## src/rtl/btn_event_classifier.sv

```systemverilog
`timescale 1ns/1ps
// Classifies a debounced button into short, long and double-click pulses on a tick timebase.
// Define BTN_DOUBLE_EN to build double-click detection (GAP/PRESS2); otherwise a release is reported as a short press at once.
module btn_event_classifier #(
    parameter int LONG_TICKS = 500,
    parameter int GAP_TICKS  = 250,
    parameter int CNT_W      = 10
) (
    input  logic clk,
    input  logic rst_n,
    input  logic tick,
    input  logic btn_level,
    output logic short_p,
    output logic long_p,
    output logic double_p,
    output logic held,
    output logic busy
);

    localparam logic [2:0] S_IDLE   = 3'd0;
    localparam logic [2:0] S_PRESS1 = 3'd1;
    localparam logic [2:0] S_LONG   = 3'd4;
`ifdef BTN_DOUBLE_EN
    localparam logic [2:0] S_GAP    = 3'd2;
    localparam logic [2:0] S_PRESS2 = 3'd3;
    localparam logic [CNT_W-1:0] GAP_LIM = CNT_W'(GAP_TICKS);
`endif

    localparam logic [CNT_W-1:0] LONG_LIM = CNT_W'(LONG_TICKS);
    localparam logic [CNT_W-1:0] CNT_MAX  = '1;

    logic             prev_q, prev_d;
    logic [2:0]       state_q, state_d;
    logic [CNT_W-1:0] cnt_q, cnt_d;
    logic             short_q, short_d;
    logic             long_q, long_d;
    logic             held_q, held_d;
    logic             busy_q, busy_d;
`ifdef BTN_DOUBLE_EN
    logic             double_q, double_d;
`else
    logic             unused_gap_cfg;
    assign unused_gap_cfg = (GAP_TICKS > 0);
`endif

    logic             rise, fall;
    logic [CNT_W-1:0] cnt_inc;

    assign rise    = btn_level & ~prev_q;
    assign fall    = ~btn_level & prev_q;
    assign cnt_inc = (cnt_q == CNT_MAX) ? cnt_q : cnt_q + CNT_W'(1);

    // Edges are handled before ticks, so a tick landing on a release can never fire long_p.
    always_comb begin
        prev_d   = btn_level;
        state_d  = state_q;
        cnt_d    = cnt_q;
        short_d  = 1'b0;
        long_d   = 1'b0;
`ifdef BTN_DOUBLE_EN
        double_d = 1'b0;
`endif
        case (state_q)
            S_IDLE: begin
                if (rise) begin
                    state_d = S_PRESS1;
                    cnt_d   = '0;
                end
            end
            S_PRESS1: begin
                if (fall) begin
`ifdef BTN_DOUBLE_EN
                    state_d = S_GAP;
                    cnt_d   = '0;
`else
                    state_d = S_IDLE;
                    cnt_d   = '0;
                    short_d = 1'b1;
`endif
                end else if (tick) begin
                    if (cnt_inc == LONG_LIM) begin
                        state_d = S_LONG;
                        cnt_d   = '0;
                        long_d  = 1'b1;
                    end else begin
                        cnt_d = cnt_inc;
                    end
                end
            end
`ifdef BTN_DOUBLE_EN
            S_GAP: begin
                if (rise) begin
                    state_d = S_PRESS2;
                    cnt_d   = '0;
                end else if (tick) begin
                    if (cnt_inc == GAP_LIM) begin
                        state_d = S_IDLE;
                        cnt_d   = '0;
                        short_d = 1'b1;
                    end else begin
                        cnt_d = cnt_inc;
                    end
                end
            end
            S_PRESS2: begin
                if (fall) begin
                    state_d  = S_IDLE;
                    cnt_d    = '0;
                    double_d = 1'b1;
                end
            end
`endif
            S_LONG: begin
                if (fall) begin
                    state_d = S_IDLE;
                    cnt_d   = '0;
                end
            end
            default: begin
                state_d = S_IDLE;
                cnt_d   = '0;
            end
        endcase
        held_d = (state_d == S_LONG);
        busy_d = (state_d != S_IDLE);
    end

    // prev resets high so a button held through reset must be released before it counts.
    always_ff @(posedge clk) begin
        if (!rst_n) begin
            prev_q   <= 1'b1;
            state_q  <= S_IDLE;
            cnt_q    <= '0;
            short_q  <= 1'b0;
            long_q   <= 1'b0;
            held_q   <= 1'b0;
            busy_q   <= 1'b0;
`ifdef BTN_DOUBLE_EN
            double_q <= 1'b0;
`endif
        end else begin
            prev_q   <= prev_d;
            state_q  <= state_d;
            cnt_q    <= cnt_d;
            short_q  <= short_d;
            long_q   <= long_d;
            held_q   <= held_d;
            busy_q   <= busy_d;
`ifdef BTN_DOUBLE_EN
            double_q <= double_d;
`endif
        end
    end

    assign short_p  = short_q;
    assign long_p   = long_q;
    assign held     = held_q;
    assign busy     = busy_q;
`ifdef BTN_DOUBLE_EN
    assign double_p = double_q;
`else
    assign double_p = 1'b0;
`endif

endmodule
```

## config.mk

```make
export PLATFORM = sky130hd
export DESIGN_NAME = btn_event_classifier
export DESIGN_NICKNAME = d
export VERILOG_FILES = /design/src/rtl/btn_event_classifier.sv
export SDC_FILE = /design/constraint.sdc
export NUM_CORES = 1
export LEC_CHECK = 0
export ABC_AREA = 0
export BUFFER_PORTS_ARGS = -buffer_cell sky130_fd_sc_hd__clkbuf_2
export CORE_UTILIZATION = 51
export DETAILED_ROUTE_END_ITERATION = 8
export GPL_TIMING_DRIVEN = 0
export PLACE_DENSITY = 0.73
export SLEW_MARGIN = 20
export SYNTH_ARGS = -nofsm -noshare
export SYNTH_HDL_FRONTEND = slang
export SYNTH_SLANG_ARGS = --single-unit
```

## constraint.sdc

```tcl
create_clock -name clk -period 2.3 [get_ports clk]
set_input_delay 0.345 -clock clk [delete_from_list [all_inputs] [get_ports clk]]
set_output_delay 0.345 -clock clk [all_outputs]
set_load 0.005 [all_outputs]
```

* After elaboration in Yosys (flattened, before gate mapping) *
Cells that the tools add are included.

storage, ports and cells
  register bits = 18
  input port bits = 4
  logic and storage cells = 43

operators by class
  add/subtract/negate cells = 1
  equality and inequality tests = 8
  multiplexer cells = 15
  bitwise gates (word level) = 7
  reductions and logical operators = 5

operators with widths
  cell                                                                     count
  10-bit two-way mux                                                       6
  10-bit case mux with 3 select lines                                      1
  3-bit two-way mux                                                        5
  10-bit by 1-bit adder with 10-bit output (second input constant)         1
  10-bit equality test (second input constant)                             1
  10-bit by 9-bit equality test with 1-bit output (second input constant)  1
  3-bit case mux with 3 select lines                                       1
  3-bit equality test (second input constant)                              2
  1-bit NOT                                                                5
  2-bit != test (second input constant)                                    2
  4-bit OR reduction                                                       1
  3-bit by 1-bit equality test with 1-bit output (second input constant)   1
  3-bit zero test                                                          1
  3-bit != test (second input constant)                                    1
  3-bit AND reduction                                                      1
  3-bit nonzero test                                                       1
  1-bit AND                                                                2
  1-bit two-way mux                                                        2
  2-bit AND reduction                                                      1

* Longest topological paths before layout *
Gate-level depths: netlist of run 1.

  depth in word-level cells = 8
  depth in mapped cells = 8
  depth with buffers taken out = 8

* Least setup slack after synthesis of run 1 *
No wires, ideal clock.

  path kind = register -> register
  from = register cnt_q[0]
  to = register cnt_q[6]
  data arrival time = 2101 ps
  data required time = 2177 ps
  setup slack = 76 ps
  stages on the path, launching flop included = 9
  buffers on the path = 0
  path through = dfxtp_1 > ha_1 > nand2_1 > or3_4 > o22a_1 > and2_4 > o41a_4 > a21oi_1 > nor3_1

between the ends
  word-level cells in the longest chain between the ends = 7
  elaborated cells on any way between the ends = 8
  those cells by class = add/sub (1); eq/ne (2); mux (5)

RTL lines
  item                                                                              line  source
  start: declaration                                                                34    logic [CNT_W-1:0] cnt_q, cnt_d;
  start signal: assignment                                                          144   cnt_q <= cnt_d;
  10-bit by 1-bit adder with 10-bit output or 10-bit equality test (tied branches)  51    assign cnt_inc = (cnt_q == CNT_MAX) ? cnt_q : cnt_q + CNT_W'(1);
  10-bit two-way mux (*)                                                            51
  10-bit by 9-bit equality test with 1-bit output                                   81    if (cnt_inc == LONG_LIM) begin
  10-bit two-way mux (*)                                                            81
  10-bit two-way mux (*)                                                            80    end else if (tick) begin
  10-bit two-way mux (*)                                                            71    if (fall) begin
  10-bit case mux with 3 select lines (*)                                           63    case (state_q)

Every way passes the cells marked *; elsewhere a longest branch is shown, timed or not. The select of a mux whose other input is x is not followed.
A chain may end at the register's enable or synchronous reset.

* Worst setup path in the final report of run 1 *
  from = register cnt_q[0]
  to = register cnt_q[7]

Same word-level chain as after synthesis.

==> results of run 1 <==
## final cells by class
type                    count  share of cell area
multi-input cells         105               0.564
flip-flops and latches     18               0.319
repair buffers              8              0.0370
clock buffers               4              0.0316
well taps                  25              0.0272
plain buffers               3              0.0142
inverters                   2             0.00654
## cells by family (layout without fill, tap and decap cells)
group	Yosys count	after routing
DFF	18	18
adders and majority gates	1	1
and+or+nand+nor	66	66
other	1	2
buffers and inverters	5	17
AOI/OAI and AO/OA	35	35
xor gates and xnor gates	1	1
## routing by layer
metal  GRT usage  part of all wire  vias to the layer above
met5           0                 0                        -
met4       0.106             0.028                        0
met3      0.0471             0.053                        8
met2       0.321              0.42                       34
met1       0.315              0.50                      439
li1            -                 -                      494
## state kept, by name, summed over array words and instances, names as in the netlist
name,count
long_p,1
held,1
prev_q,1
cnt_q,10
state_q,3
busy,1
short_p,1
## layout by cell type, fill, tap and decap left out, drive strengths merged, types with 3 or more instances in the layout
master	instances
nand2b	5
nand4	5
nand3	7
nor2	9
buf	3
a31oi	5
nor3	10
o21ai	8
a21oi	17
nand2	12
dfxtp	18
and2	3
clkbuf	12
## worst reg2reg max path: cells and delay by family (launching register included)
family / cells / cell delay [ns]
AO/OA/AOI/OAI: 3 / 0.81
AND/OR/NAND/NOR: 4 / 0.73
flip-flops: 1 / 0.40
adder cells (fa/ha/maj): 1 / 0.16
## timing repair
action                     in CTS  in global routing
setup buffers                   1                  0
pin swaps                       0                  2
resized for setup               6                  5
setup endpoints to repair       9                 11
## report_power, final
part           total (mW)  switching [mW]  internal, mW
Clock               0.194          0.0977        0.0966
Sequential          0.315         0.00177         0.313
Combinational      0.0342          0.0222        0.0120
## path summary, 6_finish.rpt
check	end
min reg2reg	short_p
max	cnt_q[7]
min	short_p
max reg2reg	cnt_q[7]
## per-stage QoR
stage                     utilization  TNS [ns]  hold slack (ns)
after floorplan                     -         0            0.418
after global placement          0.599    -0.610            0.481
after detailed placement        0.599    -0.491            0.486
after CTS                       0.631         0            0.240
after global routing            0.644         0            0.244
final                           0.644         0            0.240
==> results.py, run 1 <==
metrics = {
    "worst_hold_path": {
        "hp-class": "input pin to register",
        "min_from": "btn_level",
        "timing.hold.worst_path_depth": 2,
    },
    "placed_design": {
        "dp_slack_ns": -0.0805,
        "place_congestion": 0.836,
        "dpl-instance-area_um2": 1070,
        "numPortBuffers": 7,
        "hpwlAfterDp_um": 1480,
        "placed_cells": 160,
    },
    "synth": {
        "yosys-top-cells-count": "dfxtp_1, a21oi_1, nand2_1",
        "synth_top_area_share": 0.361,
        "synthXorXnorAreaFrac": 0.00877,
        "synthSimpleGateAreaFrac": 0.376,
        "syn_area_um2": 998,
        "ys_types": 37,
        "synth_edf_count": 0,
        "synth_ff_type": "dfxtp_1",
        "synth_seq_cells": 18,
        "synth-seq-area-share": 0.361,
        "muxShareOfSynthArea": 0,
        "synthCells": 127,
        "ys_warn_count": 0,
        "synth_top_family_by_area": "simple AND/OR/NAND/NOR gates",
        "synthAdderAreaFrac": 0.0125,
        "synth_compound_area_frac": 0.214,
        "syn_area_per_cell_um2": 7.86,
        "yosys-top-cells-area": "dfxtp_1, a21oi_1, nor3_1",
        "synth_top_area_cell": "dfxtp_1",
        "async_reset_ff_frac": 0,
        "yosys.cell_count.top_type": "dfxtp_1",
    },
    "timing": {
        "final_hold_viol_count": 0,
        "max_freq_ghz": 0.454,
        "period_share": 0.959,
        "period_needed_ns": 2.20,
        "setup_viol": 0,
        "worstMarginPinSlew_ns": 0.508,
        "clock_skew_ns": 0.00385,
        "rsz0062_at_grt": "no",
        "drv_slew": 0,
        "max-slew-margin-rel": 0.659,
        "setup_ws_ns": 0.0954,
    },
    "power": {
        "p_total_uw": 543,
        "ir_worst_vdd_v": 0.000331,
        "powerDensity_nw_per_um2": 473,
        "leakage_nw": 0.384,
    },
    "cts": {
        "clockRootBuffer": "clkbuf_4",
        "clk_pin_slew_worst_paths_ns": 0.10,
        "hold_buffers": 0,
        "htreeDepth": 1,
        "clock_latency_ns": 0.30,
        "cts_tree": "done",
        "cts_buffers": 3,
        "cts_buffer_depth": 2,
        "cts_sinks": 18,
    },
    "flow_run": {
        "max-cap-violations": 0,
    },
    "setup_path": {
        "required_ns": 2.49,
        "crit_chain": "ha_4 -> nand2_2 -> or3_4 -> o22a_1 -> and2_4 -> o41a_4 -> a21oi_1 -> nor3_1",
        "worstSetupPathType": "register to register",
        "endpoint_kind": "register",
        "ff2ff_path_depth": 8,
        "start_kind": "register",
        "slowest_stage": "o41a_4",
        "path_buf_inv": 0,
        "path_max_fanout": 8,
        "crit_arrival_ns": 2.39,
        "worstSetupStartpoint": "cnt_q[0]",
        "ff2ff_setup_slack_ns": 0.1,
        "crit_family": "compound AO/OA/AOI/OAI gates",
        "r2r-start": "cnt_q[0]",
        "slowest_delay_ns": 0.48,
        "cp_num_cells": 8,
    },
    "grt": {
        "grt_usage": 0.224,
        "grt_start_max_net_pins": 11,
        "grt_pass1_vias": 783,
        "grt_pass1_wl_um": 3380,
        "antenna_found_initial": 0,
        "gr-total-overflow": 0,
    },
    "final_layout": {
        "layout-drive-gt1-share": 0.221,
        "nNetsFinal": 146,
        "finish.instance_area_um2": 1150,
        "fin_cells": 165,
        "nFillCells": 163,
        "multi_input_area_um2": 648,
        "syn_to_final_growth_pct": 15.0,
        "n_antenna_cell": 0,
        "register_area_um2": 367,
    },
    "route": {
        "vias": 975,
        "drt_wl_total_um": 2140,
        "drc": 0,
        "drt-initial-drc-count": 28,
        "viasPerCell": 5.91,
        "post_drt_wl_per_cell_um": 13.0,
        "drtPass1Iterations": 4,
        "ant_nets": 0,
    },
    "floorplanning": {
        "pin_count": 9,
        "initial_core_util": 0.560,
        "core_um2": 1780,
        "die_h_um": 46.2,
        "fp-row-count": 15,
        "die_area_um2": 2140,
        "die_w_um": 46.2,
    },
    "status": {
        "status": "finished clean",
    },
}
No activity file was read; power rests on OpenSTA's default activity.
==> inputs of run 2 (changes only) <==
Settings changed: BUFFER_PORTS_ARGS -buffer_cell sky130_fd_sc_hd__clkbuf_2 to not set, CORE_UTILIZATION 51 to 54, DONT_BUFFER_PORTS set to 1, PLACE_DENSITY 0.73 to 0.72.
==> run 2 against run 1 <==
Compared with the run above:
- cell area shrank 2.7%
- via count shrank 4.1%
- sequential power is essentially flat
- maximum frequency shrank 0.62%
- sequential share of layout area grew 1.0 points
- worst setup slack lost 0.014 ns
- non-clock buffer count shrank 7
- register-to-register slack is essentially flat
- clock power is essentially flat
- hold slack lost 0.12 ns
- first-iteration DRC count grew 64%
- final cell count shrank 4.2%
==> results.py, run 2 (synthesis results as in run 1) <==
metrics = {
    "final_layout": {
        "nNetsFinal": 139,
        "largest_registers": "cnt_q (10), state_q (3)",
        "regMostFlops": "cnt_q",
        "fin_cells": 158,
        "layout-drive-gt1-share": 0.188,
        "layout_common_cells": "dfxtp_1, a21oi_1, nor3_1",
        "syn_to_final_growth_pct": 11.9,
        "largest_reg_flops": 10,
        "final_util": 0.647,
        "n_antenna_cell": 0,
        "mostFrequentLayoutCell": "dfxtp_1",
    },
    "worst_hold_path": {
        "hp-class": "input pin to register",
        "min_from": "btn_level",
    },
    "setup_path": {
        "endpoint_kind": "register",
        "start_kind": "register",
        "r2r-start": "cnt_q[0]",
        "crit_family": "compound AO/OA/AOI/OAI gates",
        "worstSetupPathType": "register to register",
        "path_max_fanout": 8,
        "slowest_stage": "o41a_4",
        "crit_chain": "ha_4 -> nand2_2 -> or3_4 -> o22a_1 -> and2_4 -> o41a_4 -> nand4b_1 -> a21oi_1",
        "slowest_delay_ns": 0.53,
        "worstSetupStartpoint": "cnt_q[0]",
        "path_buf_inv": 0,
        "required_ns": 2.47,
        "crit_arrival_ns": 2.39,
    },
    "timing": {
        "fin_tns_setup_ns": 0,
        "setup_viol": 0,
        "clock_skew_ns": 0.00331,
        "max_freq_ghz": 0.451,
        "worstMarginPinSlew_ns": 0.501,
        "drv_slew": 0,
        "final_hold_viol_count": 0,
        "period_share": 0.965,
        "max-slew-margin-rel": 0.663,
        "period_needed_ns": 2.22,
    },
    "cts": {
        "clk_pin_slew_worst_paths_ns": 0.10,
        "cts_tree": "done",
        "cts_buffer_depth": 2,
        "hold_buffers": 0,
        "clock_latency_ns": 0.29,
        "cts_buffers": 3,
        "cts_sinks": 18,
        "htreeDepth": 1,
        "clockRootBuffer": "clkbuf_4",
    },
    "grt": {
        "antenna_found_initial": 0,
        "grt_pass1_wl_um": 3370,
        "grt_start_max_net_pins": 11,
        "grt_usage": 0.226,
        "gr-total-overflow": 0,
        "grt_pass1_vias": 764,
    },
    "floorplanning": {
        "core_um2": 1730,
        "pin_count": 9,
        "die_area_um2": 2030,
        "initial_core_util": 0.578,
        "die_h_um": 45,
        "die_w_um": 45,
        "fp-row-count": 15,
    },
    "power": {
        "ir_worst_vdd_v": 0.000285,
        "leakage_nw": 0.337,
        "powerDensity_nw_per_um2": 479,
        "p_total_uw": 535,
    },
    "route": {
        "drtPass1Iterations": 4,
        "drt-initial-drc-count": 46,
        "drc": 0,
        "vias": 935,
        "viasPerCell": 5.92,
        "drt_wl_total_um": 2130,
        "post_drt_wl_per_cell_um": 13.5,
        "ant_nets": 0,
    },
    "placed_design": {
        "placed_cells": 153,
        "place_congestion": 0.872,
        "numPortBuffers": 0,
        "hpwlAfterDp_um": 1480,
    },
    "flow_run": {
        "max-cap-violations": 0,
    },
    "status": {
        "status": "finished clean",
    },
}
-- run 2: cell count changes in the layout (fill, tap and decap cells not counted), moves of 2 or more --
cell      delta
a21oi_1      -2
a21oi_2      +2
dfxtp_2      -2
clkbuf_2     -7
-- run 2: timing repair --
action / CTS / global route
pin swaps: 1 / 4
buffers inserted: 0 / 1
hold endpoints to repair: 0 / 0
resized for setup: 5 / 7
setup endpoints to repair: 10 / 10
-- run 2: layout make-up --
class,instances,area (um^2)
plain buffers,3,16.3
clock buffers,4,36.3
fillers,154,609
inverters,2,7.51
multi-input cells,105,651
flip-flops and latches,18,368
well taps,25,31.3
repair buffers,1,7.51
-- run 2: report_power, final --
| group | switching [mW] | total [mW] | internal, mW |
|---|---|---|---|
| combinational | 0.0194 | 0.0300 | 0.0106 |
| clock | 0.0952 | 0.192 | 0.0964 |
| sequential | 0.00202 | 0.314 | 0.312 |
| total | 0.117 | 0.535 | 0.419 |
-- run 2: final timing paths --
check	endpoint	slack (ns)	depth (start not counted)
max	cnt_q[0]	0.08	8
min	short_p	0.12	1
max reg2reg	cnt_q[0]	0.08	8
min reg2reg	short_p	0.51	1
-- run 2: worst reg2reg max path, stage by stage (launching register included) --
cell and delay, ns:
dfxtp_4 0.40, ha_4 0.16, nand2_2 0.08, or3_4 0.39, o22a_1 0.18, and2_4 0.16
o41a_4 0.53, nand4b_1 0.13, a21oi_1 0.08
-- run 2: per-stage QoR --
step | instance area, um^2 | hold slack (ns) | setup WS, ns
after global routing | 1120 | 0.105 | -0.00437
final | 1120 | 0.117 | 0.0816
after global placement | 1030 | 0.425 | -0.100
after CTS | 1080 | 0.119 | 0.00567
after floorplan | 1000 | 0.418 | 0.0755
after detailed placement | 1030 | 0.424 | -0.0923
-- run 2: metal layers --
layer	wire length [um]	global-route usage	up-vias
met5	0	0	-
met4	24	0.0727	0
met3	106	0.0360	4
met2	957	0.330	21
met1	1040	0.337	429
li1	-	-	481
